===== src/rtl/forwarding_hazard_unit.sv =====
// ---------------------------------------------------------------------------
// forwarding_hazard_unit
//
// Forwarding and load-use hazard controller for a 5-stage MIPS pipeline.
// It keeps a shadow copy of the register metadata for the instructions in EX,
// MEM and WB. From that copy it drives the select codes of the two ALU-operand
// muxes in EX, and it raises a load-use stall request back to IF/ID.
//
// Operand mux select encoding:
//   00 ID/EX register-file value
//   01 MEM/WB writeback data
//   10 EX/MEM ALU result
//   11 never driven
//
// Ports:
//   Clk         pipeline clock, rising edge
//   Rst         asynchronous active-high reset
//   Freeze      global pipeline hold; all internal state holds
//   Flush       squash the ID-stage instruction
//   IdRs/IdRt   source register fields of the ID instruction
//   IdUseRs/Rt  ID instruction actually reads rs / rt
//   IdDst       destination register of the ID instruction (already muxed)
//   IdRegWrite  ID instruction writes the register file
//   IdMemRead   ID instruction is a load
//   FwdA/FwdB   select codes for the ALU operand A / B muxes
//   Stall       hold PC and IF/ID, insert a bubble into EX
//   StallCount  saturating count of stall cycles taken
// ---------------------------------------------------------------------------
module forwarding_hazard_unit #(
  parameter int REG_AW = 5,
  parameter int CNT_W  = 32
) (
  input  logic              Clk,
  input  logic              Rst,
  input  logic              Freeze,
  input  logic              Flush,
  input  logic [REG_AW-1:0] IdRs,
  input  logic [REG_AW-1:0] IdRt,
  input  logic              IdUseRs,
  input  logic              IdUseRt,
  input  logic [REG_AW-1:0] IdDst,
  input  logic              IdRegWrite,
  input  logic              IdMemRead,
  output logic [1:0]        FwdA,
  output logic [1:0]        FwdB,
  output logic              Stall,
  output logic [CNT_W-1:0]  StallCount
);

  localparam logic [1:0] SEL_RF  = 2'b00;
  localparam logic [1:0] SEL_WB  = 2'b01;
  localparam logic [1:0] SEL_MEM = 2'b10;

  logic [REG_AW-1:0] ex_rs;
  logic [REG_AW-1:0] ex_rt;
  logic [REG_AW-1:0] ex_dst;
  logic              ex_reg_write;
  logic              ex_mem_read;
  logic [REG_AW-1:0] mem_dst;
  logic              mem_reg_write;
  logic [REG_AW-1:0] wb_dst;
  logic              wb_reg_write;
  logic [CNT_W-1:0]  stall_count;

  logic hazard;
  logic bubble;

  // A load in EX whose result the ID instruction needs cannot be forwarded
  // in time, so the ID instruction has to wait one cycle.
  always_comb begin
    hazard = ex_mem_read && (ex_dst != '0) &&
             ((IdUseRs && (IdRs == ex_dst)) || (IdUseRt && (IdRt == ex_dst)));
  end

  // A squashed instruction is discarded anyway, so it never needs to wait.
  assign Stall  = hazard && !Flush;
  assign bubble = Flush || Stall;

  always_ff @(posedge Clk or posedge Rst) begin
    if (Rst) begin
      ex_rs         <= '0;
      ex_rt         <= '0;
      ex_dst        <= '0;
      ex_reg_write  <= 1'b0;
      ex_mem_read   <= 1'b0;
      mem_dst       <= '0;
      mem_reg_write <= 1'b0;
      wb_dst        <= '0;
      wb_reg_write  <= 1'b0;
      stall_count   <= '0;
    end else if (!Freeze) begin
      mem_dst       <= ex_dst;
      mem_reg_write <= ex_reg_write;
      wb_dst        <= mem_dst;
      wb_reg_write  <= mem_reg_write;
      if (bubble) begin
        ex_rs        <= '0;
        ex_rt        <= '0;
        ex_dst       <= '0;
        ex_reg_write <= 1'b0;
        ex_mem_read  <= 1'b0;
      end else begin
        ex_rs        <= IdRs;
        ex_rt        <= IdRt;
        ex_dst       <= IdDst;
        ex_reg_write <= IdRegWrite;
        ex_mem_read  <= IdMemRead;
      end
      // Saturate rather than wrap so that a long run never reads back as small.
      if (Stall && (stall_count != '1)) begin
        stall_count <= stall_count + CNT_W'(1);
      end
    end
  end

  // MEM is checked first because it holds the newer value of the register.
  // These selects depend only on registered state.
  always_comb begin
    FwdA = SEL_RF;
    if (mem_reg_write && (mem_dst != '0) && (mem_dst == ex_rs)) begin
      FwdA = SEL_MEM;
    end else if (wb_reg_write && (wb_dst != '0) && (wb_dst == ex_rs)) begin
      FwdA = SEL_WB;
    end
  end

  always_comb begin
    FwdB = SEL_RF;
    if (mem_reg_write && (mem_dst != '0) && (mem_dst == ex_rt)) begin
      FwdB = SEL_MEM;
    end else if (wb_reg_write && (wb_dst != '0) && (wb_dst == ex_rt)) begin
      FwdB = SEL_WB;
    end
  end

  assign StallCount = stall_count;

endmodule


===== config.mk =====
export PLATFORM = sky130hd
export DESIGN_NAME = forwarding_hazard_unit
export DESIGN_NICKNAME = d
export VERILOG_FILES = /design/src/rtl/forwarding_hazard_unit.sv
export SDC_FILE = /design/constraint.sdc
export NUM_CORES = 1
export LEC_CHECK = 0
export CAP_MARGIN = 20
export CORE_ASPECT_RATIO = 1.2
export CORE_MARGIN = 2
export CORE_UTILIZATION = 40
export DETAILED_ROUTE_END_ITERATION = 10
export GPL_TIMING_DRIVEN = 1
export PLACE_DENSITY = 0.67
export SLEW_MARGIN = 20
export SYNTH_ARGS = -nofsm -noshare
export SYNTH_HDL_FRONTEND = slang
export SYNTH_SLANG_ARGS = --single-unit

===== constraint.sdc =====
create_clock -name Clk -period 2 [get_ports Clk]
set_input_delay 0.4 -clock Clk [delete_from_list [all_inputs] [get_ports Clk]]
set_output_delay 0.4 -clock Clk [all_outputs]
set_load 0.05 [all_outputs]

==> results of run 1 <==
-- repair_timing --
action | in CTS | in global routing
endpoints found under the setup margin | 45 | 57
setup buffers | 5 | 14
pin swaps | 12 | 43
hold endpoints to repair | 0 | 0
resized for setup | 34 | 93
cloned | 1 | 1
-- cell families after synthesis --
family	share of synthesized area
simple gates	0.173
flops	0.506
xor+xnor	0.174
compound gates	0.0689
buf+inv	0.0249
mux	0.0486
fa+ha+maj	0.00415
-- final timing paths --
check	start	cells past startpoint	slack (ns)	end
hold / removal	Rst	3	0.44	StallCount[21]
setup / recovery	mem_dst[2]	5	-0.43	FwdB[0]
max in group asynchronous	Rst	3	1.28	StallCount[10]
min in group Clk	IdRt[1]	2	0.48	ex_rt[1]
hold reg to reg	StallCount[24]	1	0.49	StallCount[24]
setup reg to reg	ex_dst[4]	11	-0.16	StallCount[14]
-- flip-flops by register name, summed over array words and instances, names as in the netlist --
signal / flops
StallCount: 32
ex_mem_read: 1
wb_dst: 5
wb_reg_write: 1
ex_reg_write: 1
mem_dst: 5
ex_rt: 5
ex_dst: 5
mem_reg_write: 1
ex_rs: 5
-- layout by cell type (no fill, tap or decap), drive strengths merged, types with 2 or more instances in the layout --
cell type      count
nor3              15
xor2              34
nor2               9
clkdlybuf4s50     26
and3               2
o21ai              2
nand3             10
nor4              14
nand4             10
a22o              17
inv               10
or4                6
xnor2             26
clkinv             3
buf               85
and4               5
dlygate4sd2       12
dfrtp             61
clkbuf            11
dlymetal6s2s       6
mux2              13
nand2             16
-- power by group through the flow --
stage / Clock, W / Sequential [W] / Combinational [W]
CTS: 0.00108 / 0.00135 / 0.000518
global route: 0.00115 / 0.00136 / 0.000588
global placement: 0 / 0.00138 / 0.000476
finish: 0.00106 / 0.00136 / 0.000551
floorplan: 0 / 0.00139 / 0.000258
detailed placement: 0 / 0.00138 / 0.000481
-- synthesized netlist by cell type (all sizes together), types with 2 or more instances --
master,number,area share
mux2,13,0.049
nand3,10,0.018
or4,6,0.015
and4,5,0.015
buf,3,0.0087
o21ai,2,0.0033
xor2,34,0.099
nor3,15,0.029
nor2,9,0.011
nand4,10,0.025
a22o,17,0.049
nor4,14,0.029
inv,10,0.012
clkbuf,3,0.0037
and3,2,0.0042
nand2,16,0.020
xnor2,26,0.076
dfrtp,61,0.51
-- metal layers --
layer  up-vias  part of all wire
met1      1319              0.38
li1       1224                 -
met4         0             0.013
met2        66              0.56
met3        10             0.046
met5         -                 0
-- metrics by stage --
| step | instances | instance area, sq um | setup TNS, ns | setup WS, ns | power, W |
|---|---|---|---|---|---|
| after floorplan | 265 | 3160 | -1.69 | -0.239 | 0.00165 |
| after global placement | 460 | 4240 | -17.80 | -0.428 | 0.00185 |
| after detailed placement | 460 | 4240 | -18.42 | -0.448 | 0.00186 |
| after CTS | 482 | 4560 | -1.74 | -0.461 | 0.00295 |
| after global routing | 494 | 5120 | -5.65 | -0.514 | 0.00310 |
| final | 494 | 5120 | -2.40 | -0.428 | 0.00296 |
-- worst register-to-register path, cell delays in order, from the launching register on --
cell      delay (ns)
dfrtp_2         0.46
buf_6           0.14
xnor2_2         0.13
nand4_1         0.13
o22ai_2         0.14
buf_4           0.14
buf_6           0.10
buf_6           0.11
nand3_4         0.08
buf_8           0.17
or4_1           0.41
nand2b_1        0.09
-- cell type report --
class                   instances  area share
flip-flops and latches         61       0.306
multi-input cells             188       0.392
clock inverters                 5      0.0103
well taps                      90      0.0220
clock buffers                  11      0.0257
inverters                      10     0.00733
repair buffers                129       0.237
==> impl_metrics.json, run 1 <==
{
  "wl_mm": 8.72,
  "synthCells": 265,
  "ys_types": 31,
  "vias_per_cell": 5.30,
  "outcome": "finished, violations left",
  "syn_nets": 289,
  "top_usage_layer": "met2",
  "multiInputGateArea_sq_mm": 0.00201,
  "drt-initial-drc-count": 153,
  "drv_slew": 0,
  "die_area_sq_mm": 0.00825,
  "wl_per_cell_um": 17.6,
  "syn_area_sq_mm": 0.00301,
  "ctsRootBufferMaster": "clkbuf_8",
  "syn2layout_area_growth_pct": 69.8,
  "grt_pass1_wl_mm": 13.1,
  "switching_power_w": 0.000803,
  "drv_cap": 0,
  "hp-class": "input pin to asynchronous set/reset pin",
  "async_reset_ff_frac": 1.00,
  "die_x_um": 83.2,
  "cts_hold_buffers": 0,
  "numPortBuffers": 59,
  "synth_ff_type": "dfrtp_1",
  "tightest_slew_ns": 0.701,
  "holdWs_ns": 0.442,
  "worst-path-buf-inv": 1,
  "cp-start-kind": "flop",
  "ys_seq_area_frac": 0.506,
  "overflow": 0,
  "crit_family": "simple AND/OR/NAND/NOR gates",
  "drc": 0,
  "ant_nets": 0,
  "relSlewSlack": 0.531,
  "rows": 34,
  "cts_tree": "done",
  "dp_hpwl_mm": 5.62,
  "p_sw_frac": 0.271,
  "clock_skew_ns": 0.0120,
  "rsz0062_at_grt": "true",
  "yosys_warnings": 0,
  "die_h_um": 99.1,
  "cp_slowest_cell": "or4_4",
  "avgSynthCellArea_sq_um": 11.4,
  "hold_violations": 0,
  "first_global_vias": 2649,
  "fmax_mhz": 412,
  "place.gp.congestion": 0.838,
  "seq_area_sq_mm": 0.00156,
  "crit_type": "flop to primary output",
  "grt_max_degree": 62,
  "min_period_ns": 2.43,
  "clk_pin_slew_ns": 0.07,
  "cts_inserted_buffers": 9,
  "final_core_util": 0.703,
  "finalNetCount": 423,
  "arrival_ns": 2.03,
  "ctsHtreeMaxLevel": 3,
  "failed_checks": "setup timing",
  "clock_latency_ns": 0.34,
  "grt.met2_usage": 0.359,
  "post-route-period-util": 1.21,
  "clock-sinks": 61,
  "via_count": 2619,
  "ys_ff_latch": 61,
  "cp_slowest_stage_delay_ns": 0.55,
  "initial_core_util": 0.414,
  "worstPathCellList": "or4_4 -> o21ai_4 -> nor4_4 -> nor4_4 -> buf_12",
  "p_comb_frac": 0.186,
  "path_max_fanout": 2,
  "p_leak_nw": 2.55,
  "cp_common_cell": "nor4_4",
  "coreArea_sq_mm": 0.00727,
  "drive_above_1_share": 0.522,
  "fin_ws_ns": -0.428,
  "setup_viol": 24,
  "firstDrtPassIters": 6,
  "antenna_found_initial": 0,
  "power_frac_clock": 0.356,
  "power_frac_seq": 0.458,
  "power.internal_w": 0.00216,
  "cp-end-kind": "primary output",
  "grt_use_met1": 0.234,
  "cp.required_ns": 1.60,
  "fillers": 511,
  "diodes": 0,
  "ctsLongestPathBuffers": 2,
  "ir_drop_uv": 466,
  "grtUsageTotal": 0.202,
  "io_pins": 60,
  "grt_use_met3": 0.0515,
  "synth_edf_count": 0,
  "cellPowerDensity_mw_per_mm2": 579
}
(Power assumes the default switching activity.)
==> run 2: changes to the inputs <==
--- a/config.mk
+++ b/config.mk
@@ -5,7 +5,7 @@
 export SDC_FILE = /design/constraint.sdc
 export NUM_CORES = 1
 export LEC_CHECK = 0
-export CAP_MARGIN = 20
+export CAP_MARGIN = 30
 export CORE_ASPECT_RATIO = 1.2
 export CORE_MARGIN = 2
 export CORE_UTILIZATION = 40
==> results of run 2 <==
No change in the layout: final DEF, timing and power equal those of run 1.
